## src/rtl/ad9970_reg_cfg_pkg.sv

```systemverilog
// Shared constants, FSM encoding and frame assembly for the AD9970 register
// configuration sequencer.
package ad9970_cfg_pkg;

  localparam int FRAME_BITS = 32;
  localparam int NUM_FRAMES = 6;

  localparam logic [7:0] ADDR_SYNC_LOC  = 8'h10;
  localparam logic [7:0] ADDR_SYNC_WORD = 8'h11;
  localparam logic [7:0] ADDR_SYNC_CTRL = 8'h12;
  localparam logic [7:0] ADDR_HBLK_TOG1 = 8'h13;
  localparam logic [7:0] ADDR_HBLK_TOG2 = 8'h14;
  localparam logic [7:0] ADDR_UPDATE    = 8'h00;

  localparam logic [2:0] S_IDLE  = 3'd0;
  localparam logic [2:0] S_LOAD  = 3'd1;
  localparam logic [2:0] S_SHIFT = 3'd2;
  localparam logic [2:0] S_GAP   = 3'd3;
  localparam logic [2:0] S_DONE  = 3'd4;

  typedef struct packed {
    logic [12:0] sync_loc;
    logic [15:0] sync_word;
    logic        align_right;
    logic [12:0] tog1;
    logic [12:0] tog2;
  } cfg_t;

  // Frame idx of the fixed six-register sequence: {addr, zero-extended data}.
  function automatic logic [FRAME_BITS-1:0] frame_word(input logic [2:0] idx,
                                                       input cfg_t c);
    logic [7:0]  addr;
    logic [23:0] data;
    case (idx)
      3'd0:    begin addr = ADDR_SYNC_LOC;  data = {11'b0, c.sync_loc};    end
      3'd1:    begin addr = ADDR_SYNC_WORD; data = {8'b0, c.sync_word};    end
      3'd2:    begin addr = ADDR_SYNC_CTRL; data = {23'b0, c.align_right}; end
      3'd3:    begin addr = ADDR_HBLK_TOG1; data = {11'b0, c.tog1};        end
      3'd4:    begin addr = ADDR_HBLK_TOG2; data = {11'b0, c.tog2};        end
      default: begin addr = ADDR_UPDATE;    data = 24'h000001;             end
    endcase
    return {addr, data};
  endfunction

endpackage

```

## src/rtl/ad9970_reg_cfg_if.sv

```systemverilog
// Control and serial-port bundle between the host logic and the sequencer.
interface ad9970_reg_cfg_if;
  logic        i_start;
  logic [12:0] iv_sync_start_loc;
  logic [15:0] iv_sync_word;
  logic        i_align_right;
  logic [12:0] iv_hblk_tog1;
  logic [12:0] iv_hblk_tog2;
  logic        o_sck;
  logic        o_sdata;
  logic        o_sl;
  logic        o_busy;
  logic        o_done;

  modport master (
    output i_start, iv_sync_start_loc, iv_sync_word, i_align_right,
           iv_hblk_tog1, iv_hblk_tog2,
    input  o_sck, o_sdata, o_sl, o_busy, o_done
  );

  modport slave (
    input  i_start, iv_sync_start_loc, iv_sync_word, i_align_right,
           iv_hblk_tog1, iv_hblk_tog2,
    output o_sck, o_sdata, o_sl, o_busy, o_done
  );
endinterface

```

## src/rtl/ad9970_reg_cfg_spi_shifter.sv

```systemverilog
// SCK divider, 32-bit MSB-first shift register and bit counter for one frame.
// load_i primes the word; run_i lets SCK toggle every CLK_DIV cycles.
module ad9970_spi_shifter
  import ad9970_cfg_pkg::*;
#(
  parameter int CLK_DIV = 4
) (
  input  logic                  clk,
  input  logic                  reset,
  input  logic                  load_i,
  input  logic                  run_i,
  input  logic [FRAME_BITS-1:0] data_i,
  output logic                  sck_o,
  output logic                  sdata_o,
  output logic                  frame_done_o
);

  localparam logic [7:0] DIV_LAST = 8'(CLK_DIV - 1);

  logic [7:0]            div_q, div_d;
  logic                  sck_q, sck_d;
  logic [FRAME_BITS-1:0] sh_q, sh_d;
  logic [5:0]            bit_q, bit_d;
  logic                  tick;

  assign tick = run_i && (div_q == DIV_LAST);
  // The last falling edge coincides with the parent leaving SHIFT.
  assign frame_done_o = tick && sck_q && (bit_q == 6'(FRAME_BITS - 1));

  always_comb begin
    div_d = div_q;
    sck_d = sck_q;
    sh_d  = sh_q;
    bit_d = bit_q;
    if (load_i) begin
      div_d = '0;
      sck_d = 1'b0;
      sh_d  = data_i;
      bit_d = '0;
    end else if (run_i) begin
      if (tick) begin
        div_d = '0;
        sck_d = ~sck_q;
        // Data advances only on falling SCK so it is centred on each rise.
        if (sck_q) begin
          sh_d  = {sh_q[FRAME_BITS-2:0], 1'b0};
          bit_d = bit_q + 6'd1;
        end
      end else begin
        div_d = div_q + 8'd1;
      end
    end
  end

  always_ff @(posedge clk) begin
    if (reset) begin
      div_q <= '0;
      sck_q <= 1'b0;
      sh_q  <= '0;
      bit_q <= '0;
    end else begin
      div_q <= div_d;
      sck_q <= sck_d;
      sh_q  <= sh_d;
      bit_q <= bit_d;
    end
  end

  assign sck_o   = sck_q;
  assign sdata_o = sh_q[FRAME_BITS-1];

endmodule

```

## src/rtl/ad9970_reg_cfg.sv

```systemverilog
// AD9970 register configuration sequencer: captures the timing fields on start
// and writes six SPI frames (LOAD, SHIFT, GAP each) followed by a done pulse.
module ad9970_reg_cfg
  import ad9970_cfg_pkg::*;
#(
  parameter int CLK_DIV = 4,
  parameter int SL_GAP  = 2
) (
  input  logic               clk,
  input  logic               reset,
  ad9970_reg_cfg_if.slave    bus
);

  localparam logic [7:0] GAP_LAST = 8'(SL_GAP - 1);

  logic [2:0]            state_q, state_d;
  logic [2:0]            frm_q, frm_d;
  logic [7:0]            gap_q, gap_d;
  cfg_t                  cfg_q, cfg_d, cfg_in;
  logic                  sh_load, sh_run, sh_done, sh_sck, sh_sdata;
  logic                  in_frame;
  logic [FRAME_BITS-1:0] ld_word;

  assign cfg_in = {bus.iv_sync_start_loc, bus.iv_sync_word, bus.i_align_right,
                   bus.iv_hblk_tog1, bus.iv_hblk_tog2};

  // The first frame loads on the accepting edge, before cfg_q holds the inputs.
  assign ld_word = (state_q == S_IDLE) ? frame_word(3'd0, cfg_in)
                                       : frame_word(frm_q, cfg_q);

  always_comb begin
    state_d = state_q;
    frm_d   = frm_q;
    gap_d   = gap_q;
    cfg_d   = cfg_q;
    sh_load = 1'b0;
    case (state_q)
      S_IDLE: if (bus.i_start) begin
        state_d = S_LOAD;
        cfg_d   = cfg_in;
        frm_d   = '0;
        sh_load = 1'b1;
      end
      S_LOAD: state_d = S_SHIFT;
      S_SHIFT: if (sh_done) begin
        state_d = S_GAP;
        frm_d   = frm_q + 3'd1;
        gap_d   = '0;
      end
      S_GAP: begin
        if (gap_q == GAP_LAST) begin
          if (frm_q == 3'(NUM_FRAMES)) begin
            state_d = S_DONE;
          end else begin
            state_d = S_LOAD;
            sh_load = 1'b1;
          end
        end else begin
          gap_d = gap_q + 8'd1;
        end
      end
      S_DONE:  state_d = S_IDLE;
      default: state_d = S_IDLE;
    endcase
  end

  always_ff @(posedge clk) begin
    if (reset) begin
      state_q <= S_IDLE;
      frm_q   <= '0;
      gap_q   <= '0;
      cfg_q   <= '0;
    end else begin
      state_q <= state_d;
      frm_q   <= frm_d;
      gap_q   <= gap_d;
      cfg_q   <= cfg_d;
    end
  end

  assign sh_run = (state_q == S_SHIFT);

  ad9970_spi_shifter #(.CLK_DIV(CLK_DIV)) u_shifter (
    .clk          (clk),
    .reset        (reset),
    .load_i       (sh_load),
    .run_i        (sh_run),
    .data_i       (ld_word),
    .sck_o        (sh_sck),
    .sdata_o      (sh_sdata),
    .frame_done_o (sh_done)
  );

  assign in_frame    = (state_q == S_LOAD) || (state_q == S_SHIFT);
  assign bus.o_sl    = ~in_frame;
  assign bus.o_sck   = sh_sck;
  assign bus.o_sdata = in_frame & sh_sdata;
  assign bus.o_busy  = in_frame || (state_q == S_GAP);
  assign bus.o_done  = (state_q == S_DONE);

endmodule

```

## src/flat_wrapper.sv

```systemverilog
// flat-port wrapper written by rule: the top's interface ports become plain ports
module ad9970_reg_cfg_flat import ad9970_cfg_pkg::*;
#(
  parameter int CLK_DIV = 4,
  parameter int SL_GAP  = 2
)
  (clk, reset, bus_i_start, bus_iv_sync_start_loc, bus_iv_sync_word, bus_i_align_right, bus_iv_hblk_tog1, bus_iv_hblk_tog2, bus_o_sck, bus_o_sdata, bus_o_sl, bus_o_busy, bus_o_done);
  ad9970_reg_cfg_if bus_i ();
  input  logic clk;
  input  logic reset;
  input wire logic [$bits(bus_i.i_start)-1:0] bus_i_start;
  input wire logic [$bits(bus_i.iv_sync_start_loc)-1:0] bus_iv_sync_start_loc;
  input wire logic [$bits(bus_i.iv_sync_word)-1:0] bus_iv_sync_word;
  input wire logic [$bits(bus_i.i_align_right)-1:0] bus_i_align_right;
  input wire logic [$bits(bus_i.iv_hblk_tog1)-1:0] bus_iv_hblk_tog1;
  input wire logic [$bits(bus_i.iv_hblk_tog2)-1:0] bus_iv_hblk_tog2;
  output wire logic [$bits(bus_i.o_sck)-1:0] bus_o_sck;
  output wire logic [$bits(bus_i.o_sdata)-1:0] bus_o_sdata;
  output wire logic [$bits(bus_i.o_sl)-1:0] bus_o_sl;
  output wire logic [$bits(bus_i.o_busy)-1:0] bus_o_busy;
  output wire logic [$bits(bus_i.o_done)-1:0] bus_o_done;
  assign bus_i.i_start = bus_i_start;
  assign bus_i.iv_sync_start_loc = bus_iv_sync_start_loc;
  assign bus_i.iv_sync_word = bus_iv_sync_word;
  assign bus_i.i_align_right = bus_i_align_right;
  assign bus_i.iv_hblk_tog1 = bus_iv_hblk_tog1;
  assign bus_i.iv_hblk_tog2 = bus_iv_hblk_tog2;
  assign bus_o_sck = bus_i.o_sck;
  assign bus_o_sdata = bus_i.o_sdata;
  assign bus_o_sl = bus_i.o_sl;
  assign bus_o_busy = bus_i.o_busy;
  assign bus_o_done = bus_i.o_done;
  ad9970_reg_cfg #(.CLK_DIV(CLK_DIV), .SL_GAP(SL_GAP)) u_core (.clk(clk), .reset(reset), .bus(bus_i));
endmodule
```

## config.mk

```make
export PLATFORM = sky130hd
export DESIGN_NAME = ad9970_reg_cfg_flat
export DESIGN_NICKNAME = d
export VERILOG_FILES = /design/src/rtl/ad9970_reg_cfg_pkg.sv /design/src/rtl/ad9970_reg_cfg_if.sv /design/src/rtl/ad9970_reg_cfg_spi_shifter.sv /design/src/rtl/ad9970_reg_cfg.sv /design/src/flat_wrapper.sv
export SDC_FILE = /design/constraint.sdc
export NUM_CORES = 1
export LEC_CHECK = 0
export BUFFER_PORTS_ARGS = -buffer_cell sky130_fd_sc_hd__buf_4
export CAP_MARGIN = 20
export CORE_UTILIZATION = 43
export CTS_BUF_LIST = sky130_fd_sc_hd__clkbuf_2 sky130_fd_sc_hd__clkbuf_4 sky130_fd_sc_hd__clkbuf_8
export DETAILED_ROUTE_END_ITERATION = 16
export GPL_TIMING_DRIVEN = 0
export PLACE_DENSITY_LB_ADDON = 0.05
export SKIP_LAST_GASP = 1
export SYNTH_ARGS = -nofsm -noshare
export SYNTH_HDL_FRONTEND = slang
export SYNTH_SLANG_ARGS = --single-unit
```

## constraint.sdc

```tcl
create_clock -name clk -period 2.7 [get_ports clk]
set_input_delay 0.675 -clock clk [delete_from_list [all_inputs] [get_ports clk]]
set_output_delay 0.675 -clock clk [all_outputs]
set_load 0.02 [all_outputs]
```

==> flow_metrics.py, run 1 <==
metrics = {
    "run_status": {
        "status": "complete, but fails checks",
        "violations": "design-rule violations",
    },
    "clock_network": {
        "cts_num_sinks": 117,
        "clkLatencyLatePin_ps": 440,
        "cts_hold_repair.buffers": 0,
        "clock_tree_from_tritoncts": "done",
        "cts.root.buffer_cell": "clkbuf_8",
        "number_of_clock_buffers_inserted_by_tritoncts": 17,
        "htree_num_levels": 4,
        "post-cts-setup-buffer-count": 0,
        "clk_transition_reported_paths_ps": 70,
        "ctsResizeCount": 0,
        "clock_tree_buffer_depth": 2,
    },
    "die": {
        "die_y_microns": 112,
        "die_width_microns": 112,
        "core.rowCount": 39,
        "io-pin-count": 64,
        "start_util": 0.447,
        "core_region_area_sq_mm": 0.0116,
        "die_area_sq_mm": 0.0125,
    },
    "place": {
        "dp.final_hpwl_mm": 10.3,
        "gp_congestion": 0.843,
        "post-place-cells": 824,
        "port-buffer-count": 62,
    },
    "min_path": {
        "hold_path.class": "reg2reg",
    },
    "drt": {
        "dr_total_vias": 4686,
        "final_antenna_net_count": 0,
        "drc": 2,
        "post_drt_wl_per_cell_microns": 16.5,
        "viasPerCell": 5.47,
        "drt-initial-drc-count": 312,
        "drt_pass1_iterations": 14,
        "postRouteWirelength_mm": 14.2,
    },
    "worst_setup_path": {
        "setup.worst_path.start_class": "register",
        "timing.setup.critical_path_class": "reg2reg",
        "timing.critical_path.cells": "inv_1 > ha_1 > or3_1 > a21oi_1 > buf_2 > nor2_1 > a221o_1 > a21oi_1",
        "timing.critical_path.slowest_cell_delay_ps": 390,
        "end_kind": "register",
        "cp_data_arrival_time_ps": 2740,
        "crit_path_top_delay_cell": "dfxtp_1",
        "critical-path-top-cell-by-count": "a21oi_1",
        "worst_ep_required_time_ps": 3070,
        "crit_fanout": 10,
    },
    "timing": {
        "fin_crit_sh": 0.879,
        "maxClockFrequency_ghz": 0.421,
        "final.hold.worst_slack_ps": 453,
        "worst_clock_skew_ps": 9.67,
        "min_period_ps": 2370,
        "timing.final.max_slew_violations": 0,
        "grt_setup_unrepaired": "false",
        "setup_tns_ps": 0,
        "hold_violations": 0,
        "timing.final.setup_violations": 0,
        "max_slew_margin": 0.410,
        "worst_slew_pin_slew_ps": 878,
    },
    "final_layout": {
        "syn2layout_area_growth_pct": 21.2,
        "share_of_post_route_cells_with_drive_strength_above_1": 0.194,
        "number_of_standard_cells_in_the_layout_taps_in_and_fillers_out": 856,
        "nNetsFinal": 768,
        "n_antenna_cell": 0,
    },
    "global_route": {
        "grt.total_usage": 0.240,
        "first_global_vias": 4699,
        "pin_count_of_the_biggest_net_entering_global_routing": 17,
        "antenna_found_initial": 0,
        "grt_pass1_wl_mm": 23.0,
        "gr-total-overflow": 0,
    },
    "power": {
        "leakage_nw": 2.46,
        "share_seq_of_total_power": 0.437,
        "ir_worst_vdd_mv": 0.425,
        "sw_frac_of_total": 0.270,
        "clock_power_share": 0.412,
        "internal_power_mw": 3.24,
        "cellPowerDensity_mw_per_mm2": 709,
        "comb_power_share": 0.150,
        "p_sw_mw": 1.20,
    },
    "synth": {
        "synth-async-reset-ratio": 0,
        "synthDominantCellAreaShare": 0.454,
        "synthSimpleGateAreaFrac": 0.225,
        "synthFlopType": "dfxtp_1",
        "yosys.area_share.xor_xnor": 0.0339,
        "yosys.cell_types.count": 48,
        "netlist_top_cells_count": "nand2_1, dfxtp_1, a21oi_1",
        "mappedNetlistArea_sq_mm": 0.00516,
        "proportion_of_synthesized_chip_area_in_sequential_cells": 0.454,
        "synth_enable_flop_cells": 0,
        "synthCells": 619,
        "synthDominantAreaCellType": "dfxtp_1",
        "yosys.area_share.adder": 0.0218,
        "post-synth-top-count-cell": "nand2_1",
        "synth.top_cells.by_area": "dfxtp_1, nand2_1, a21oi_1",
        "synth_net_count": 687,
        "synth_top_family_by_area": "simple AND/OR/NAND/NOR gates",
        "yosys_warnings": 0,
        "synth_mux_area_frac": 0.0557,
        "synthesis.area_per_instance_sq_um": 8.34,
        "synth-compound-area-share": 0.166,
        "yosys_register_bits": 117,
    },
    "flow_run": {
        "drv_cap": 0,
    },
}
-- metrics by stage --
step	total power, mW	area (sq um)	util	worst slack [ps]
2_1_floorplan	2.38	5160	-	776
5_1_grt	4.63	6260	0.541	154
4_1_cts	4.46	6260	0.541	352
3_3_place_gp	2.62	5810	0.502	365
3_5_place_dp	2.64	5810	0.502	306
6_report	4.44	6260	0.541	327
-- logic make-up after synthesis --
group / count (synthesis)
XOR/XNOR: 20
buffers and inverters: 53
AO/OA/AOI/OAI: 139
flip-flops: 117
AND/OR/NAND/NOR: 254
multiplexers: 27
adder cells (fa/ha/maj): 9
-- state kept, by name (all words and copies together), names as in the netlist --
name / cells
u_core.u_shifter.sck_o: 1
u_core.u_shifter.sh_q: 32
u_core.frm_q: 3
u_core.u_shifter.bit_q: 6
u_core.u_shifter.div_q: 8
u_core.gap_q: 8
u_core.cfg_q: 56
u_core.state_q: 3
-- area by class of cell --
class,count,area [sq um]
Sequential cell,117,2340
Clock buffer,23,304
Timing Repair Buffer,62,465
Tap cell,143,179
Fill cell,1141,5310
Clock inverter,9,148
Multi-Input combinational cell,449,2590
Buffer,44,195
Inverter,9,33.8
-- power by group through the flow --
| stage | Combinational (mW) | Clock [mW] | Sequential, mW |
|---|---|---|---|
| finish | 0.667 | 1.83 | 1.94 |
| global route | 0.742 | 1.94 | 1.95 |
| CTS | 0.668 | 1.85 | 1.94 |
| detailed placement | 0.666 | 0 | 1.98 |
| global placement | 0.651 | 0 | 1.97 |
| floorplan | 0.439 | 0 | 1.94 |
-- critical path, delay by kind of cell (launching register included) --
family | cells | cell delay (ps)
AND/OR/NAND/NOR | 2 | 420
AO/OA/AOI/OAI | 3 | 820
adder cells (fa/ha/maj) | 1 | 260
flip-flops | 1 | 390
buffers and inverters | 2 | 420
-- layout by cell type (no fill, tap or decap), types with 6 or more instances in the layout --
cell type	synthesis	routed
nand2_1	157	157
dfxtp_1	117	117
a21oi_1	91	91
buf_4	2	64
nor2_1	36	36
clkbuf_1	23	23
clkbuf_8	0	21
buf_2	18	18
mux2_2	14	14
mux2i_1	13	13
or3_1	13	13
a222oi_1	13	13
a221oi_1	12	12
xor2_1	11	11
nand4_1	10	10
nand3_1	9	9
xnor2_1	9	9
ha_1	9	9
inv_1	8	8
o21ai_0	6	6
-- per-layer routing --
| layer | wire length [microns] | up-vias | part of all wire | track usage |
|---|---|---|---|---|
| met5 | 0 | - | 0 | 0 |
| met4 | 243 | 0 | 0.017 | 0.104 |
| li1 | - | 2323 | - | - |
| met3 | 559 | 19 | 0.039 | 0.0550 |
| met2 | 7080 | 107 | 0.50 | 0.421 |
| met1 | 6280 | 2237 | 0.44 | 0.280 |
-- path summary, 6_finish.rpt --
check | from | end | slack [ps] | cells past startpoint
setup reg to reg | u_core.frm_q[0] | u_core.u_shifter.sh_q[0] | 330 | 8
hold reg to reg | u_core.cfg_q[51] | u_core.cfg_q[51] | 450 | 2
hold / removal | u_core.cfg_q[51] | u_core.cfg_q[51] | 450 | 2
setup / recovery | u_core.frm_q[0] | u_core.u_shifter.sh_q[0] | 330 | 8
(Power assumes the default switching activity.)
==> run 2, diff against run 1 <==
--- a/config.mk
+++ b/config.mk
@@ -12,6 +12,7 @@
 export DETAILED_ROUTE_END_ITERATION = 16
 export GPL_TIMING_DRIVEN = 0
 export PLACE_DENSITY_LB_ADDON = 0.05
+export REMOVE_ABC_BUFFERS = 1
 export SKIP_LAST_GASP = 1
 export SYNTH_ARGS = -nofsm -noshare
 export SYNTH_HDL_FRONTEND = slang
==> run 2 against run 1 <==
The run still ends with design-rule violations left. Utilization fell by 0.087 points. First-iteration DRC count rose by 16%. Hold slack got worse by 2.6 ps. Via count fell by 4.4%. Critical path depth fell by 2. Setup slack got worse by 120 ps. Critical endpoint is now u_core.u_shifter.sh_q[6]. Wire length fell by 11%.
==> flow_metrics.py, run 2 (synthesis results as in run 1) <==
metrics = {
    "final_layout": {
        "nNetsFinal": 735,
        "share_of_post_route_cells_with_drive_strength_above_1": 0.194,
        "number_of_flip_flops_under_the_largest_register_name": 56,
        "max_flop_register": "u_core.cfg_q",
        "syn2layout_area_growth_pct": 21.0,
        "layout_commonest_cell": "nand2_1",
        "reg.largest.list": "u_core.cfg_q (56), u_core.u_shifter.sh_q (32)",
        "n_antenna_cell": 0,
        "number_of_standard_cells_in_the_layout_taps_in_and_fillers_out": 822,
        "layout_common_cells": "nand2_1, dfxtp_1, a21oi_1, buf_4, nor2_1",
    },
    "clock_network": {
        "number_of_clock_buffers_inserted_by_tritoncts": 17,
        "cts_hold_repair.buffers": 0,
        "clk_transition_reported_paths_ps": 70,
        "cts_num_sinks": 117,
        "clock_tree_buffer_depth": 2,
        "clock_tree_from_tritoncts": "done",
        "clkLatencyLatePin_ps": 440,
        "htree_num_levels": 4,
        "cts.root.buffer_cell": "clkbuf_8",
        "post-cts-setup-buffer-count": 0,
    },
    "die": {
        "die_y_microns": 112,
        "start_util": 0.447,
        "io-pin-count": 64,
        "die_width_microns": 112,
        "die_area_sq_mm": 0.0125,
        "core_region_area_sq_mm": 0.0116,
        "core.rowCount": 39,
    },
    "run_status": {
        "status": "complete, but fails checks",
        "violations": "design-rule violations",
    },
    "flow_run": {
        "drv_cap": 0,
    },
    "global_route": {
        "gr-total-overflow": 0,
        "antenna_found_initial": 0,
        "first_global_vias": 4316,
        "grt_pass1_wl_mm": 20.7,
        "grt.total_usage": 0.209,
        "pin_count_of_the_biggest_net_entering_global_routing": 80,
    },
    "timing": {
        "worst_clock_skew_ps": 10.6,
        "grt_setup_unrepaired": "false",
        "min_period_ps": 2500,
        "timing.final.setup_violations": 0,
        "timing.final.max_slew_violations": 0,
        "hold_violations": 0,
        "final.hold.worst_slack_ps": 451,
        "max_slew_margin": 0.425,
        "maxClockFrequency_ghz": 0.400,
        "setup_tns_ps": 0,
        "worst_slew_pin_slew_ps": 859,
        "fin_crit_sh": 0.925,
    },
    "min_path": {
        "hold_path.class": "reg2reg",
    },
    "drt": {
        "dr_total_vias": 4482,
        "drt-initial-drc-count": 363,
        "post_drt_wl_per_cell_microns": 15.3,
        "drt_pass1_iterations": 11,
        "final_antenna_net_count": 0,
        "viasPerCell": 5.45,
        "drc": 4,
        "postRouteWirelength_mm": 12.6,
    },
    "place": {
        "post-place-cells": 789,
        "port-buffer-count": 63,
        "dp.final_hpwl_mm": 7.96,
        "gp_congestion": 0.808,
    },
    "worst_setup_path": {
        "worst_ep_required_time_ps": 3050,
        "setup.worst_path.start_class": "register",
        "end_kind": "register",
        "worstRegToRegCells": 6,
        "worstSetupEndpoint": "u_core.u_shifter.sh_q[6]",
        "worstReg2RegStart": "u_core.state_q[2]",
        "crit-reg2reg-capture": "u_core.u_shifter.sh_q[6]",
        "crit_fanout": 20,
        "startpoint": "u_core.state_q[2]",
        "timing.setup.critical_path_class": "reg2reg",
        "reg2reg_setup_slack_ps": 200,
        "cp_data_arrival_time_ps": 2850,
    },
    "power": {
        "cellPowerDensity_mw_per_mm2": 700,
        "leakage_nw": 2.42,
        "ir_worst_vdd_mv": 0.401,
        "power.total_mw": 4.37,
    },
}
## run 2: cell count changes in the layout (fill, tap and decap cells not counted), moves of 2 or more
cell / delta
buf_16: +2
buf_2: -18
buf_6: +2
buf_8: +4
clkbuf_1: -23
dfxtp_1: -2
dfxtp_2: +2
## run 2: layer usage
layer	wire [microns]	track usage
met5	0	0
met4	146	0.0775
met3	594	0.0642
met2	6050	0.341
met1	5820	0.261
## run 2: where the power goes
part / total, mW / internal [mW] / switching [mW]
clock network: 1.77 / 1.09 / 0.680
registers: 1.95 / 1.86 / 0.0905
logic: 0.655 / 0.282 / 0.374
## run 2: through the flow
stage               area, sq um  utilization  worst slack [ps]
detailed placement         5770        0.499              -581
finish                     6250        0.540               203
floorplan                  4970            -              -443
global route               6250        0.540              8.41
CTS                        6230        0.539              92.8
global placement           5620        0.486             -1860
## run 2: worst max-delay path, stage by stage, from the launching register on
cell      delay [ps]
dfxtp_1          480
nor2_1           460
nand3b_1         550
buf_16           350
nand2_1          230
nand3_1          150
a31oi_1          180
## run 2: worst min-delay path by stage
stage / startpoint / end / slack (ps) / cells past startpoint
after global routing: bus_iv_hblk_tog2[10] / u_core.cfg_q[10] / 450 / 3
after floorplan: u_core.cfg_q[0] / u_core.cfg_q[0] / 430 / 2
final: u_core.u_shifter.sh_q[27] / u_core.u_shifter.sh_q[27] / 450 / 2
after detailed placement: u_core.u_shifter.sh_q[27] / u_core.u_shifter.sh_q[27] / 440 / 2
after global placement: u_core.u_shifter.sh_q[27] / u_core.u_shifter.sh_q[27] / 440 / 2
after CTS: bus_iv_sync_word[2] / u_core.cfg_q[29] / 450 / 3
## run 2: timing repair
item	in CTS	in global routing
cloned	0	2
pin swaps	0	2
gates resized for setup	5	1
endpoints found under the setup margin	60	29
## run 2: final cells by class
cell class / count / area [sq um]
clock inverter: 9 / 150
inverter: 9 / 33.8
multi-input combinational: 451 / 2640
timing repair buffer: 71 / 611
clock buffer: 22 / 290
tap: 143 / 179
fill: 1085 / 5320
sequential: 117 / 2340
==> run 3, diff against run 2 <==
--- a/config.mk
+++ b/config.mk
@@ -11,7 +11,7 @@
 export CTS_BUF_LIST = sky130_fd_sc_hd__clkbuf_2 sky130_fd_sc_hd__clkbuf_4 sky130_fd_sc_hd__clkbuf_8
 export DETAILED_ROUTE_END_ITERATION = 16
 export GPL_TIMING_DRIVEN = 0
-export PLACE_DENSITY_LB_ADDON = 0.05
+export PLACE_DENSITY = 0.61
 export REMOVE_ABC_BUFFERS = 1
 export SKIP_LAST_GASP = 1
 export SYNTH_ARGS = -nofsm -noshare
==> run 3 against run 2 <==
The run still ends with design-rule violations left. Global-route usage is 0.37 points lower. Hold slack better by 2.7 ps. Via count is 0.45% higher. Sequential power hardly changed. Setup slack better by 11 ps. Maximum frequency is 0.46% higher.
==> flow_metrics.py, run 3 (synthesis results as in run 1) <==
metrics = {
    "timing": {
        "worst_slew_pin_slew_ps": 1050,
        "max_slew_margin": 0.301,
        "fin_crit_sh": 0.921,
        "hold_violations": 0,
        "grt_setup_unrepaired": "false",
        "min_period_ps": 2490,
        "timing.final.max_slew_violations": 0,
        "maxClockFrequency_ghz": 0.402,
        "timing.final.setup_violations": 0,
        "worst_clock_skew_ps": 10.1,
    },
    "worst_setup_path": {
        "setup.worst_path.start_class": "register",
        "crit_path_top_delay_cell": "dfxtp_1",
        "end_kind": "register",
        "timing.critical_path.slowest_cell_delay_ps": 640,
        "worst_ep_required_time_ps": 3000,
        "cp_data_arrival_time_ps": 2780,
        "crit_fanout": 25,
        "startpoint": "u_core.state_q[1]",
        "timing.setup.critical_path_class": "reg2reg",
        "timing.critical_path.cells": "nor4bb_4 > nand4_2 > buf_12 > mux2_2 > nand2_1 > a31oi_1",
        "crit-reg2reg-capture": "u_core.u_shifter.sh_q[6]",
        "reg2reg_setup_slack_ps": 210,
        "critPathBufInv": 1,
        "worstReg2RegStart": "u_core.state_q[1]",
        "critical_path_depth": 6,
        "critical_path.top_delay_family": "simple AND/OR/NAND/NOR gates",
        "worstRegToRegCells": 6,
    },
    "die": {
        "core_region_area_sq_mm": 0.0116,
        "die_y_microns": 112,
        "core.rowCount": 39,
        "die_area_sq_mm": 0.0125,
        "die_width_microns": 112,
        "io-pin-count": 64,
        "start_util": 0.447,
    },
    "drt": {
        "postRouteWirelength_mm": 12.6,
        "post_drt_wl_per_cell_microns": 15.4,
        "dr_total_vias": 4502,
        "drt_pass1_iterations": 12,
        "drc": 4,
        "drt-initial-drc-count": 344,
        "viasPerCell": 5.48,
        "final_antenna_net_count": 0,
    },
    "final_layout": {
        "layout_commonest_cell": "nand2_1",
        "number_of_standard_cells_in_the_layout_taps_in_and_fillers_out": 822,
        "n_antenna_cell": 0,
        "number_of_flip_flops_under_the_largest_register_name": 56,
        "max_flop_register": "u_core.cfg_q",
        "fillers": 1111,
        "share_of_post_route_cells_with_drive_strength_above_1": 0.193,
        "syn2layout_area_growth_pct": 19.1,
        "nNetsFinal": 734,
        "layout_common_cells": "nand2_1, dfxtp_1, a21oi_1, buf_4, nor2_1",
        "reg.largest.list": "u_core.cfg_q (56), u_core.u_shifter.sh_q (32)",
    },
    "clock_network": {
        "clock_tree_buffer_depth": 2,
        "number_of_clock_buffers_inserted_by_tritoncts": 17,
        "clock_tree_from_tritoncts": "done",
        "htree_num_levels": 4,
        "post-cts-setup-buffer-count": 0,
        "cts.root.buffer_cell": "clkbuf_8",
        "cts_num_sinks": 117,
        "cts_hold_repair.buffers": 0,
        "clk_transition_reported_paths_ps": 80,
        "clkLatencyLatePin_ps": 440,
    },
    "global_route": {
        "antenna_found_initial": 0,
        "pin_count_of_the_biggest_net_entering_global_routing": 80,
        "grt.total_usage": 0.206,
        "first_global_vias": 4082,
        "grt_pass1_wl_mm": 20.2,
        "gr-total-overflow": 0,
    },
    "power": {
        "leakage_nw": 2.37,
        "ir_worst_vdd_mv": 0.377,
        "power.total_mw": 4.14,
        "cellPowerDensity_mw_per_mm2": 674,
    },
    "run_status": {
        "violations": "design-rule violations",
        "status": "complete, but fails checks",
    },
    "min_path": {
        "timing.hold.worst_endpoint": "u_core.cfg_q[9]",
        "hold_path.class": "reg2reg",
        "hold_start": "u_core.cfg_q[9]",
        "holdPathStages": 2,
    },
    "place": {
        "gp_congestion": 0.755,
        "port-buffer-count": 63,
        "dp.final_hpwl_mm": 8.02,
        "post-place-cells": 789,
    },
    "flow_run": {
        "drv_cap": 0,
    },
}
## run 3: cell types whose count changed in the layout (fill, tap and decap cells not counted), sizes merged
cell	before	now
bufinv	4	1
clkinv	3	7
nand3b	3	2
inv	9	12
clkbuf	22	19
## run 3: per-layer routing
layer,vias to the layer above,share of wire,GRT usage,wire (microns)
li1,2261,-,-,-
met1,2134,0.47,0.269,5950
met2,93,0.47,0.330,5940
met3,14,0.045,0.0506,564
met4,0,0.014,0.0730,177
met5,-,0,0,0
## run 3: cell type report
type / count / area [sq um] / area share
Sequential cell: 117 / 2340 / 0.381
Multi-Input combinational cell: 450 / 2620 / 0.427
Tap cell: 143 / 179 / 0.0291
Timing Repair Buffer: 71 / 583 / 0.0948
Inverter: 9 / 33.8 / 0.00549
Clock inverter: 13 / 125 / 0.0204
Clock buffer: 19 / 262 / 0.0425
## run 3: worst max-delay path by stage
| stage | end |
|---|---|
| 2_1_floorplan | u_core.u_shifter.bit_q[0] |
| 3_3_place_gp | u_core.u_shifter.bit_q[2] |
| 3_5_place_dp | u_core.u_shifter.sh_q[22] |
| 4_1_cts | u_core.u_shifter.sh_q[22] |
| 5_1_grt | u_core.u_shifter.sh_q[28] |
| 6_report | u_core.u_shifter.sh_q[6] |
## run 3: metrics by stage
step	worst slack, ps	util	hold WS, ps	setup TNS (ps)	instance area (sq um)
6_report	214	0.532	454	0	6150
2_1_floorplan	-443	-	427	-13360	4970
4_1_cts	64.9	0.531	453	0	6140
3_3_place_gp	-1950	0.486	439	-119690	5620
5_1_grt	38.9	0.532	460	0	6150
3_5_place_dp	-558	0.496	443	-16350	5740
## run 3: power by group
group	switching [mW]	leakage [nW]	total, mW	internal (mW)
Combinational	0.370	1.23	0.633	0.263
Sequential	0.0864	0.955	1.94	1.86
Clock	0.782	0.193	1.57	0.786
## run 3: worst reg2reg max path, delay by kind of cell (launching register included)
kind	cells	cell delay [ps]
AOI/OAI and AO/OA	1	70
buffers and inverters	1	310
DFF	1	640
muxes	1	290
and+or+nand+nor	3	1020
## run 3: what timing repair did
item                       in CTS  in global routing
pin swaps                       0                  1
setup endpoints to repair      60                 22
gates cloned                    0                  1
resized for setup               4                  0
